### src/rtl/iir_sample_sequencer.sv
// iir_sample_sequencer
// Sample-rate sequencer for an IIR filter core. It does the following:
//   - divides clk_i down to the sample tick;
//   - latches the newest upstream sample;
//   - launches one core calculation per tick;
//   - captures the core result into a held output.
// Sticky flags report overrun (tick while busy), timeout (core never
// answered) and underrun (no fresh sample at launch).
//
// Optional build: define IIR_SEQ_STATS_EN to add done_cnt_o and max_lat_o.
//
// Ports:
//   clk_i, rst_n_i            system clock, async active-low reset
//   sample_i, sample_valid_i  upstream sample stream
//   filt_start_o, filt_data_o launch strobe and operand to the core
//   filt_data_i, filt_valid_i core result
//   data_o, data_valid_o      held filtered output and update pulse
//   clear_i                   clears the sticky flags (and stats)
//   overrun_o, timeout_o, underrun_o  sticky status flags
//
// state | meaning
// IDLE  | no calculation in flight; the next tick launches one
// BUSY  | calculation launched; waiting for filt_valid_i or watchdog expiry
module iir_sample_sequencer #(
  parameter int DW      = 16,
  parameter int DIV     = 1024,
  parameter int TIMEOUT = 1000
) (
  input  logic                 clk_i,
  input  logic                 rst_n_i,
  input  logic signed [DW-1:0] sample_i,
  input  logic                 sample_valid_i,
  output logic                 filt_start_o,
  output logic signed [DW-1:0] filt_data_o,
  input  logic signed [DW-1:0] filt_data_i,
  input  logic                 filt_valid_i,
  output logic signed [DW-1:0] data_o,
  output logic                 data_valid_o,
  input  logic                 clear_i,
  output logic                 overrun_o,
  output logic                 timeout_o,
  output logic                 underrun_o
`ifdef IIR_SEQ_STATS_EN
  ,
  output logic [31:0]            done_cnt_o,
  output logic [$clog2(DIV)-1:0] max_lat_o
`endif
);

  localparam int CW = $clog2(DIV);
  localparam int WW = $clog2(TIMEOUT + 1);
  localparam logic [CW-1:0] CNT_LAST = CW'(DIV - 1);
  localparam logic [WW-1:0] WD_LIMIT = WW'(TIMEOUT);

  localparam logic [0:0] S_IDLE = 1'b0;
  localparam logic [0:0] S_BUSY = 1'b1;

  logic [CW-1:0]        r_cnt;
  logic [WW-1:0]        r_wd;
  logic [0:0]           r_state;
  logic signed [DW-1:0] r_hold;
  logic                 r_fresh;
  logic                 r_start;
  logic signed [DW-1:0] r_fdata;
  logic signed [DW-1:0] r_data;
  logic                 r_dvalid;
  logic                 r_overrun;
  logic                 r_timeout;
  logic                 r_underrun;

  logic w_tick;
  logic w_busy;
  logic w_capture;
  logic w_launch;
  logic w_drop;
  logic w_timeout;
  logic w_underrun;

  assign w_tick     = (r_cnt == CNT_LAST);
  assign w_busy     = (r_state == S_BUSY);
  assign w_capture  = w_busy & filt_valid_i;
  // A result arriving on the tick frees the core in time for the next launch.
  assign w_launch   = w_tick & (~w_busy | filt_valid_i);
  assign w_drop     = w_busy & w_tick & ~filt_valid_i;
  // A result on the last allowed cycle still wins over the watchdog.
  assign w_timeout  = w_busy & ~filt_valid_i & (r_wd == WD_LIMIT);
  assign w_underrun = w_launch & ~r_fresh;

  always_ff @(posedge clk_i or negedge rst_n_i) begin
    if (!rst_n_i) begin
      r_cnt <= '0;
    end else if (w_tick) begin
      r_cnt <= '0;
    end else begin
      r_cnt <= r_cnt + 1'b1;
    end
  end

  always_ff @(posedge clk_i or negedge rst_n_i) begin
    if (!rst_n_i) begin
      r_state    <= S_IDLE;
      r_wd       <= '0;
      r_hold     <= '0;
      r_fresh    <= 1'b0;
      r_start    <= 1'b0;
      r_fdata    <= '0;
      r_data     <= '0;
      r_dvalid   <= 1'b0;
      r_overrun  <= 1'b0;
      r_timeout  <= 1'b0;
      r_underrun <= 1'b0;
    end else begin
      r_start  <= w_launch;
      r_dvalid <= w_capture;

      // Launch reads the old hold value; a coincident sample stays fresh.
      if (w_launch) r_fdata <= r_hold;
      if (w_capture) r_data <= filt_data_i;

      if (sample_valid_i) begin
        r_hold  <= sample_i;
        r_fresh <= 1'b1;
      end else if (w_launch) begin
        r_fresh <= 1'b0;
      end

      if (w_launch) begin
        r_state <= S_BUSY;
      end else if (w_capture || w_timeout) begin
        r_state <= S_IDLE;
      end

      if (w_launch) begin
        r_wd <= '0;
      end else if (w_busy && (r_wd != WD_LIMIT)) begin
        r_wd <= r_wd + 1'b1;
      end

      // Set beats clear when both happen in the same cycle.
      r_overrun  <= (r_overrun  & ~clear_i) | w_drop;
      r_timeout  <= (r_timeout  & ~clear_i) | w_timeout;
      r_underrun <= (r_underrun & ~clear_i) | w_underrun;
    end
  end

  assign filt_start_o = r_start;
  assign filt_data_o  = r_fdata;
  assign data_o       = r_data;
  assign data_valid_o = r_dvalid;
  assign overrun_o    = r_overrun;
  assign timeout_o    = r_timeout;
  assign underrun_o   = r_underrun;

`ifdef IIR_SEQ_STATS_EN
  logic [31:0]   r_done_cnt;
  logic [CW-1:0] r_max_lat;
  logic [CW-1:0] w_lat;

  // Watchdog reads 0 on the start cycle, so at capture it equals the latency.
  assign w_lat = CW'(r_wd);

  always_ff @(posedge clk_i or negedge rst_n_i) begin
    if (!rst_n_i) begin
      r_done_cnt <= '0;
      r_max_lat  <= '0;
    end else if (clear_i) begin
      r_done_cnt <= '0;
      r_max_lat  <= '0;
    end else if (w_capture) begin
      r_done_cnt <= r_done_cnt + 32'd1;
      if (w_lat > r_max_lat) r_max_lat <= w_lat;
    end
  end

  assign done_cnt_o = r_done_cnt;
  assign max_lat_o  = r_max_lat;
`endif

endmodule

### config.mk
export PLATFORM = sky130hd
export DESIGN_NAME = iir_sample_sequencer
export DESIGN_NICKNAME = d
export VERILOG_FILES = /design/src/rtl/iir_sample_sequencer.sv
export SDC_FILE = /design/constraint.sdc
export NUM_CORES = 1
export LEC_CHECK = 0
export BUFFER_PORTS_ARGS = -buffer_cell sky130_fd_sc_hd__buf_2
export CORE_ASPECT_RATIO = 2
export CORE_UTILIZATION = 40
export CTS_BUF_LIST = sky130_fd_sc_hd__clkbuf_4 sky130_fd_sc_hd__clkbuf_8
export DETAILED_ROUTE_END_ITERATION = 6
export HOLD_SLACK_MARGIN = 0.02
export PLACE_DENSITY_LB_ADDON = 0.15
export SLEW_MARGIN = 5
export SYNTH_ARGS = -nofsm -noshare
export SYNTH_HDL_FRONTEND = slang
export SYNTH_SLANG_ARGS = --single-unit
### constraint.sdc
create_clock -name clk_i -period 1.78 [get_ports clk_i]
set_input_delay 0.178 -clock clk_i [delete_from_list [all_inputs] [get_ports clk_i]]
set_output_delay 0.178 -clock clk_i [all_outputs]
set_load 0.005 [all_outputs]
==> Word-level counts from Yosys, hierarchy flattened <==
Cells that the tools add are included.
{ "word_totals": {"out_inout_bits": 37, "regBits": 75} }
{ "op_classes": {"n_addsub": 2, "eq_ne": 3, "mux": 7, "reduce_logical": 5, "bitwise": 18} }
{ "ops": {"columns": ["operator", "count"], "rows": [
  ["$mux W10", 3],
  ["$add A10 B1 Y10 const B", 2],
  ["$eq A10 B10 Y1 const B", 2],
  ["$and A1 B1 Y1", 10],
  ["$ne A10 B10 Y1 const B", 1],
  ["$reduce_bool A2 Y1", 3],
  ["$mux W1", 4],
  ["$not A1 Y1", 4],
  ["$or A1 B1 Y1", 4],
  ["$logic_and A1 B1 Y1", 1],
  ["$logic_or A1 B1 Y1", 1]
]} }

==> Logic depth before layout (Yosys ltp) <==
Gate-level depths: netlist of run 1.
{ "depth": {"ltp_word": 6, "ltp_mapped": 7, "depth_no_buf": 6} }

==> Least setup slack after synthesis of run 1 <==
No wires, ideal clock.
{ "synth_timing": {"path_kind": "reg-to-reg", "start": "reg r_cnt[0]", "end": "reg r_fdata[0], in the netlist filt_data_o[0]", "stages_incl_launch_ff": 7, "t_arrival_ps": 1703, "path_buffers": 1, "period_less_slack_ps": 1828, "slack_ps": -48, "cell_sequence": "dfrtp_1 -> ha_1 -> and3_4 -> nand3_4 -> nor3_4 -> buf_8 -> mux2_4"} }
{ "synth_between": {"elab_chain_len": 2} }
{ "synth_lines": {"columns": ["element", "line", "source"], "rows": [
  ["start: declaration", "58", "logic [CW-1:0] r_cnt;"],
  ["start signal: assignment", "95", "r_cnt <= r_cnt + 1'b1;"],
  ["$eq A10 B10 Y1", "79", "assign w_tick = (r_cnt == CNT_LAST);"],
  ["$and A1 B1 Y1", "83", "assign w_launch = w_tick & (~w_busy | filt_valid_i);"],
  ["end signal: assignment", "117", "if (w_launch) r_fdata <= r_hold;"],
  ["end: declaration", "64", "logic signed [DW-1:0] r_fdata;"]
]} }
Every way passes these cells.
A chain may end at the register's enable or synchronous reset.

==> Final worst setup path of run 1 <==
{ "layout_timing": {"start": "reg r_cnt[0]", "end": "reg r_fdata[9], in the netlist filt_data_o[9]"} }
Same word-level chain as after synthesis.

==> metrics.txt, run 1 <==
critical path peak fanout 10; number of instances in the synthesized netlist roughly 220; via density per instance 4.82; slew of the pin with the lowest slew margin ~410 ps; remaining antenna violation count 0; Multi-input gate area around 1100 µm²; FP Rows 44; height of the die approximately 130 µm; footprint of the flip-flops and latches 1880 µm²; hold slack final 61.5 ps; H-tree level count 3; number of nets in the final layout about 340; RSZ-0062 raised after global routing yes; number of remaining DRC errors 0; Max-Cap Viols 0; first-pass GRT wire length 9590 µm; max-slew violation count 0; Synth area leaders sky130_fd_sc_hd__dfrtp_1 62%, sky130_fd_sc_hd__mux2_2 15%, sky130_fd_sc_hd__mux2_4 4.0%; most frequently used flop master after synthesis sky130_fd_sc_hd__dfrtp_1; ratio of cells with drive above 1 in the final layout around half; Syn Nets 256; Detailed Route WL slightly below 6000 µm; Total Negative Setup Slacks 0 ps; leakage 1.94 nW; Fin. Hold Viols 0; via count of the routed design 1,928; internal power summed over all cells roughly 2.5 mW; crit start category flop; filler cell count 656; run status finished clean; most used standard cell by instance count after synthesis sky130_fd_sc_hd__dfrtp_1; setup slack of the critical path after layout 76.0 ps; worst relative slew slack 72.6%; setup skew after layout 7.45 ps; largest net degree at the start of global routing 47; number of antenna violations at the first check in global routing 0; top-area cell type share of the netlist area between 60% and 70%; area of the die 7970 µm²; Yosys reg bits 75; Synth cell types 34; share of synthesized area occupied by flip-flops and latches 61.8%; Reg power frac 56.0%; worst slack after detailed placement ~24 ps; routability congestion estimate from global placement just over 0.7; class of the tightest hold or removal check in2reg; portion of total power attributed to the clock network 39.3%; register clock-pin slew on the reported worst setup and hold paths roughly 70 ps; horizontal die dimension 63.6 µm; worst skew pair latency approximately 340 ps; Antenna Cells 0; peak ir drop on the vdd network 0.494 mV; worst path required time 2010 ps; class of the most critical setup path reg2reg; switching share of power 21.0%; reg2reg start r_cnt[0]; Post-synth EDFFs 0; HPWL after detailed placement 4090 µm; syn_area_per_cell 14.1 µm²; Port Buffer Count 73; share of the clock period used by the worst path 95.7%; cell area after technology mapping 3040 µm²; areal power density over the cells about 840 nW/µm²; count of boundary I/O pins 74; number of endpoints failing setup at the final stage 0; worst hold path startpoint filt_data_i[8]; Detailed Route Iter0 Violations 94; CP endpoint kind flop; clock tree from TritonCTS yes; area of the core ~7300 µm²; area growth from synthesis to layout 24.2%; Clock Sinks 75; cell types with the highest counts after synthesis 75 x sky130_fd_sc_hd__dfrtp_1, 40 x sky130_fd_sc_hd__mux2_2, 18 x sky130_fd_sc_hd__nor2_1; global-route total usage across every layer 16.2%; P_sw 0.670 mW; effective utilization at floorplan 41.5%; Congestion Overflow GR 0; critical path startpoint r_cnt[0]; total CTS buffers 9; share of synthesized registers carrying an async set or reset 100%; wire length per cell after detailed routing 14.4 µm; combinational cell fraction of total power 4.7%; Synthesis Warnings 0; f_max 0.587 GHz; number of iterations in the first detailed-routing pass 2; Synth area leader sky130_fd_sc_hd__dfrtp_1; worst endpoint data arrival time 1930 ps; maximum buffer depth of the clock tree 2; via count of the first global-routing pass a little over 2,000; Tmin final 1700 ps; cell at the root of the clock tree sky130_fd_sc_hd__clkbuf_8
[layer usage]
metal / part of all wire [%] / vias to the layer above / global-route usage [%]
met4: 2.3 / 0 / 8.42
met5: 0 / - / 0
met1: 39 / 954 / 17.6
met3: 4.6 / 7 / 5.47
li1: - / 919 / -
met2: 55 / 48 / 27.3
[cell families (layout without fill, tap and decap cells)]
logic type               Yosys count  count (layout)  synth area share (%)
AND/OR/NAND/NOR                   53              53                  9.27
flip-flops                        75              75                  61.8
AO/OA/AOI/OAI                      8               8                  2.06
buffers and inverters             13             105                  2.22
multiplexers                      49              49                  19.1
XOR/XNOR                          15              15                  4.32
adder cells (fa/ha/maj)            3               3                  1.24
[path summary, 6_finish.rpt]
path                       slack (ps)             end  depth (start not counted)
hold reg to reg                   460      underrun_o                          1
min in group asynchronous         310      underrun_o                          2
setup reg to reg                   80  filt_data_o[9]                          6
max in group asynchronous         890       data_o[2]                          3
hold / removal                     60       data_o[8]                          2
setup / recovery                   80  filt_data_o[9]                          6
[placed cells by master, fill, tap and decap left out, types with 2 or more instances in the layout]
master                      netlist  final
sky130_fd_sc_hd__ha_1             3      2
sky130_fd_sc_hd__xor2_1           6      6
sky130_fd_sc_hd__buf_4            0      6
sky130_fd_sc_hd__nand2_1         12     12
sky130_fd_sc_hd__clkinv_2         0      2
sky130_fd_sc_hd__buf_2            0     72
sky130_fd_sc_hd__buf_6            1      2
sky130_fd_sc_hd__mux2_2          40     37
sky130_fd_sc_hd__clkbuf_4         0      3
sky130_fd_sc_hd__inv_1            8      8
sky130_fd_sc_hd__mux2_4           8     11
sky130_fd_sc_hd__and3_1           2      2
sky130_fd_sc_hd__nor2_1          18     18
sky130_fd_sc_hd__nand3_1          5      5
sky130_fd_sc_hd__dfrtp_1         75     75
sky130_fd_sc_hd__and4_1           2      2
sky130_fd_sc_hd__xnor2_1          9      9
sky130_fd_sc_hd__nand4_1          3      3
sky130_fd_sc_hd__o2bb2ai_1        2      2
sky130_fd_sc_hd__clkbuf_8         0      9
sky130_fd_sc_hd__nor3_1           3      3
[critical path, cell delays in order, from the launching register on]
cell	delay, ps
sky130_fd_sc_hd__dfrtp_1	390
sky130_fd_sc_hd__ha_2	200
sky130_fd_sc_hd__and3_4	200
sky130_fd_sc_hd__nand3_4	110
sky130_fd_sc_hd__nor3_4	180
sky130_fd_sc_hd__buf_6	200
sky130_fd_sc_hd__mux2_4	310
[power by group through the flow]
stage | registers (mW) | logic (mW) | clock network, mW
6_report | 1.78 | 0.151 | 1.25
3_5_place_dp | 1.82 | 0.154 | 0
3_3_place_gp | 1.81 | 0.150 | 0
4_1_cts | 1.78 | 0.156 | 1.32
5_1_grt | 1.79 | 0.170 | 1.37
2_1_floorplan | 1.81 | 0.0659 | 0
[area by class of cell]
cell class                      count  share of cell area, %
Clock inverter                      3                   1.06
Inverter                            8                  0.796
Timing Repair Buffer               82                   12.1
Sequential cell                    75                   49.7
Tap cell                           92                   3.05
Multi-Input combinational cell    128                   29.3
Clock buffer                       12                   3.88
[stage by stage]
| stage | cell area [µm²] | instances | power [mW] | util, % |
|---|---|---|---|---|
| global route | 3770 | 400 | 3.33 | 51.5 |
| CTS | 3740 | 399 | 3.26 | 51.1 |
| finish | 3770 | 400 | 3.18 | 51.5 |
| detailed placement | 3550 | 383 | 1.97 | 48.5 |
| global placement | 3550 | 383 | 1.96 | 48.5 |
| floorplan | 3040 | 216 | 1.87 | - |
[what timing repair did]
action                     in CTS  in global routing
hold endpoints to repair       29                  0
resized for setup               0                  6
buffers inserted                0                  1
setup endpoints to repair       0                 24
hold buffers                    1                  0
[sequential cells by signal, summed over array words and instances (netlist names), 10 cells and up]
register / flops
data_o: 16
filt_data_o: 16
r_cnt: 10
r_hold: 16
r_wd: 10
No activity file was read; power rests on OpenSTA's default activity.
==> run 2: changes to the inputs <==
--- a/config.mk
+++ b/config.mk
@@ -5,7 +5,7 @@
 export SDC_FILE = /design/constraint.sdc
 export NUM_CORES = 1
 export LEC_CHECK = 0
-export BUFFER_PORTS_ARGS = -buffer_cell sky130_fd_sc_hd__buf_2
+export BUFFER_PORTS_ARGS = -buffer_cell sky130_fd_sc_hd__clkbuf_2
 export CORE_ASPECT_RATIO = 2
 export CORE_UTILIZATION = 40
 export CTS_BUF_LIST = sky130_fd_sc_hd__clkbuf_4 sky130_fd_sc_hd__clkbuf_8
==> run 2 against run 1 <==
Compared with the run above:
- cell area unchanged
- cell count up 0.50%
- routed wire length down 0.55%
- first-iteration DRC count down 27%
- sequential share of layout area unchanged
- register-to-register slack about the same
- sequential cell count unchanged
- clock skew up 1.4 ps
- core utilization unchanged
- die area unchanged
- sequential power about the same
- largest cell class unchanged
- largest power group unchanged
- highest routed layer unchanged
==> metrics.txt, run 2 (synthesis results as in run 1) <==
max-slew violation count 0; worst skew pair latency 340 ps; setup skew after layout 8.90 ps; run status finished clean; Total Negative Setup Slacks 0 ps; cell at the root of the clock tree sky130_fd_sc_hd__clkbuf_8; critical path peak fanout 10; areal power density over the cells just over 800 nW/µm²; Congestion Overflow GR 0; Clock Sinks 75; area of the core 7320 µm²; Detailed Route WL 5750 µm; number of remaining DRC errors 0; portion of total power attributed to the clock network roughly two fifths; HPWL after detailed placement 4130 µm; critical-path cell with the highest stage delay sky130_fd_sc_hd__dfrtp_1; total CTS buffers 9; clock tree from TritonCTS yes; H-tree level count 3; crit start category flop; effective utilization at floorplan 41.5%; CP endpoint kind flop; area of the die ~8000 µm²; maximum cell stage delay along the critical path about 380 ps; class of the most critical setup path reg2reg; Detailed Route Iter0 Violations 69; footprint of the flip-flops and latches 1880 µm²; Max-Cap Viols 0; number of antenna violations at the first check in global routing 0; Reg power frac 57.2%; first-pass GRT wire length 9720 µm; filler cell count approximately 670; remaining antenna violation count 0; number of endpoints failing setup at the final stage 0; via count of the routed design 1,950; f_max 0.592 GHz; internal power summed over all cells roughly 2.4 mW; Tmin final around 1700 ps; highest signal layer in the routed design met4; number of iterations in the first detailed-routing pass 4; combinational cell fraction of total power 4.8%; register clock-pin slew on the reported worst setup and hold paths 80 ps; area growth from synthesis to layout 24.2%; number of nets in the final layout around 350; via count of the first global-routing pass around 2,100; RSZ-0062 raised after global routing no; total power after layout between 3 and 4 mW; slew of the pin with the lowest slew margin 514 ps; Fin. Hold Viols 0; worst path required time ~2000 ps; wire length per cell after detailed routing approximately 14 µm; worst endpoint data arrival time between 1500 and 2000 ps; met2 wirelength from detailed routing 3030 µm; family with the most delay on the worst path simple AND/OR/NAND/NOR gates; Port Buffer Count 73; ratio of cells with drive above 1 in the final layout 48.4%; horizontal die dimension between 60 and 70 µm; FP Rows 44; maximum buffer depth of the clock tree 2; post-layout util 51.5%; switching share of power between 20 and 25%; commonest non-fill, non-tap cells in the layout 75 x sky130_fd_sc_hd__dfrtp_1, 72 x sky130_fd_sc_hd__clkbuf_2, 37 x sky130_fd_sc_hd__mux2_2; class of the tightest hold or removal check in2reg; via density per instance 4.85; peak ir drop on the vdd network 0.669 mV; Routed met3 length 238 µm; routability congestion estimate from global placement 0.715; worst relative slew slack 65.7%; share of the clock period used by the worst path 94.9%; P_sw around 0.71 mW; worst path bufs/invs 1; Multi-input gate area approximately 1100 µm²; height of the die 125 µm; count of boundary I/O pins 74; largest net degree at the start of global routing 39; detailed-route wire length on metal 1 2310 µm; Antenna Cells 0; global-route total usage across every layer 16.3%; most common cell after layout, fill and taps aside sky130_fd_sc_hd__dfrtp_1; leakage 1.91 nW; cell-by-cell trace of the critical path ha_2 -> and3_4 -> nand3_4 -> nor3_4 -> buf_6 -> mux2_4
==> run 2: final timing paths <==
check	cells after the start	start	slack, ps	endpoint
worst max-delay path	6	r_cnt[0]	90	filt_data_o[11]
worst min register to register	1	r_fresh	470	underrun_o
max in group asynchronous	3	rst_n_i	860	data_o[11]
min in group asynchronous	2	rst_n_i	340	r_hold[2]
worst max register to register	6	r_cnt[0]	90	filt_data_o[11]
worst min-delay path	2	filt_data_i[7]	60	data_o[7]
==> run 2: final cells by class <==
type / count / area share (%)
multi-input cells: 128 / 29.3
flip-flops and latches: 75 / 49.7
clock buffers: 12 / 4.05
repair buffers: 83 / 12.3
well taps: 92 / 3.05
inverters: 8 / 0.796
clock inverters: 4 / 0.696
==> run 2: power by group through the flow <==
stage               Clock [mW]  Combinational [mW]  Sequential, mW
global route              1.30               0.171            1.79
global placement             0               0.150            1.81
floorplan                    0              0.0659            1.81
CTS                       1.24               0.155            1.78
finish                    1.19               0.149            1.78
detailed placement           0               0.153            1.82
==> run 2: metrics by stage <==
step / instance area, µm² / cells / worst slack (ps) / hold slack, ps
4_1_cts: 3740 / 401 / 17.4 / 37.7
3_3_place_gp: 3560 / 384 / 68.4 / 183
2_1_floorplan: 3040 / 216 / 0.812 / -118
3_5_place_dp: 3560 / 384 / 25.4 / 192
6_report: 3770 / 402 / 90.9 / 57.1
5_1_grt: 3770 / 402 / 1.71 / 41.3
==> run 2: metal layers <==
layer	vias to the layer above	track usage [%]
met5	-	0
met4	0	10.7
met3	11	3.92
met2	48	27.2
met1	972	18.1
li1	919	-
==> run 2: timing repair <==
item,CTS,global route
buffers inserted,0,1
setup endpoints to repair,0,23
hold buffers,1,0
endpoints found under the hold margin,37,0
resized for setup,0,6
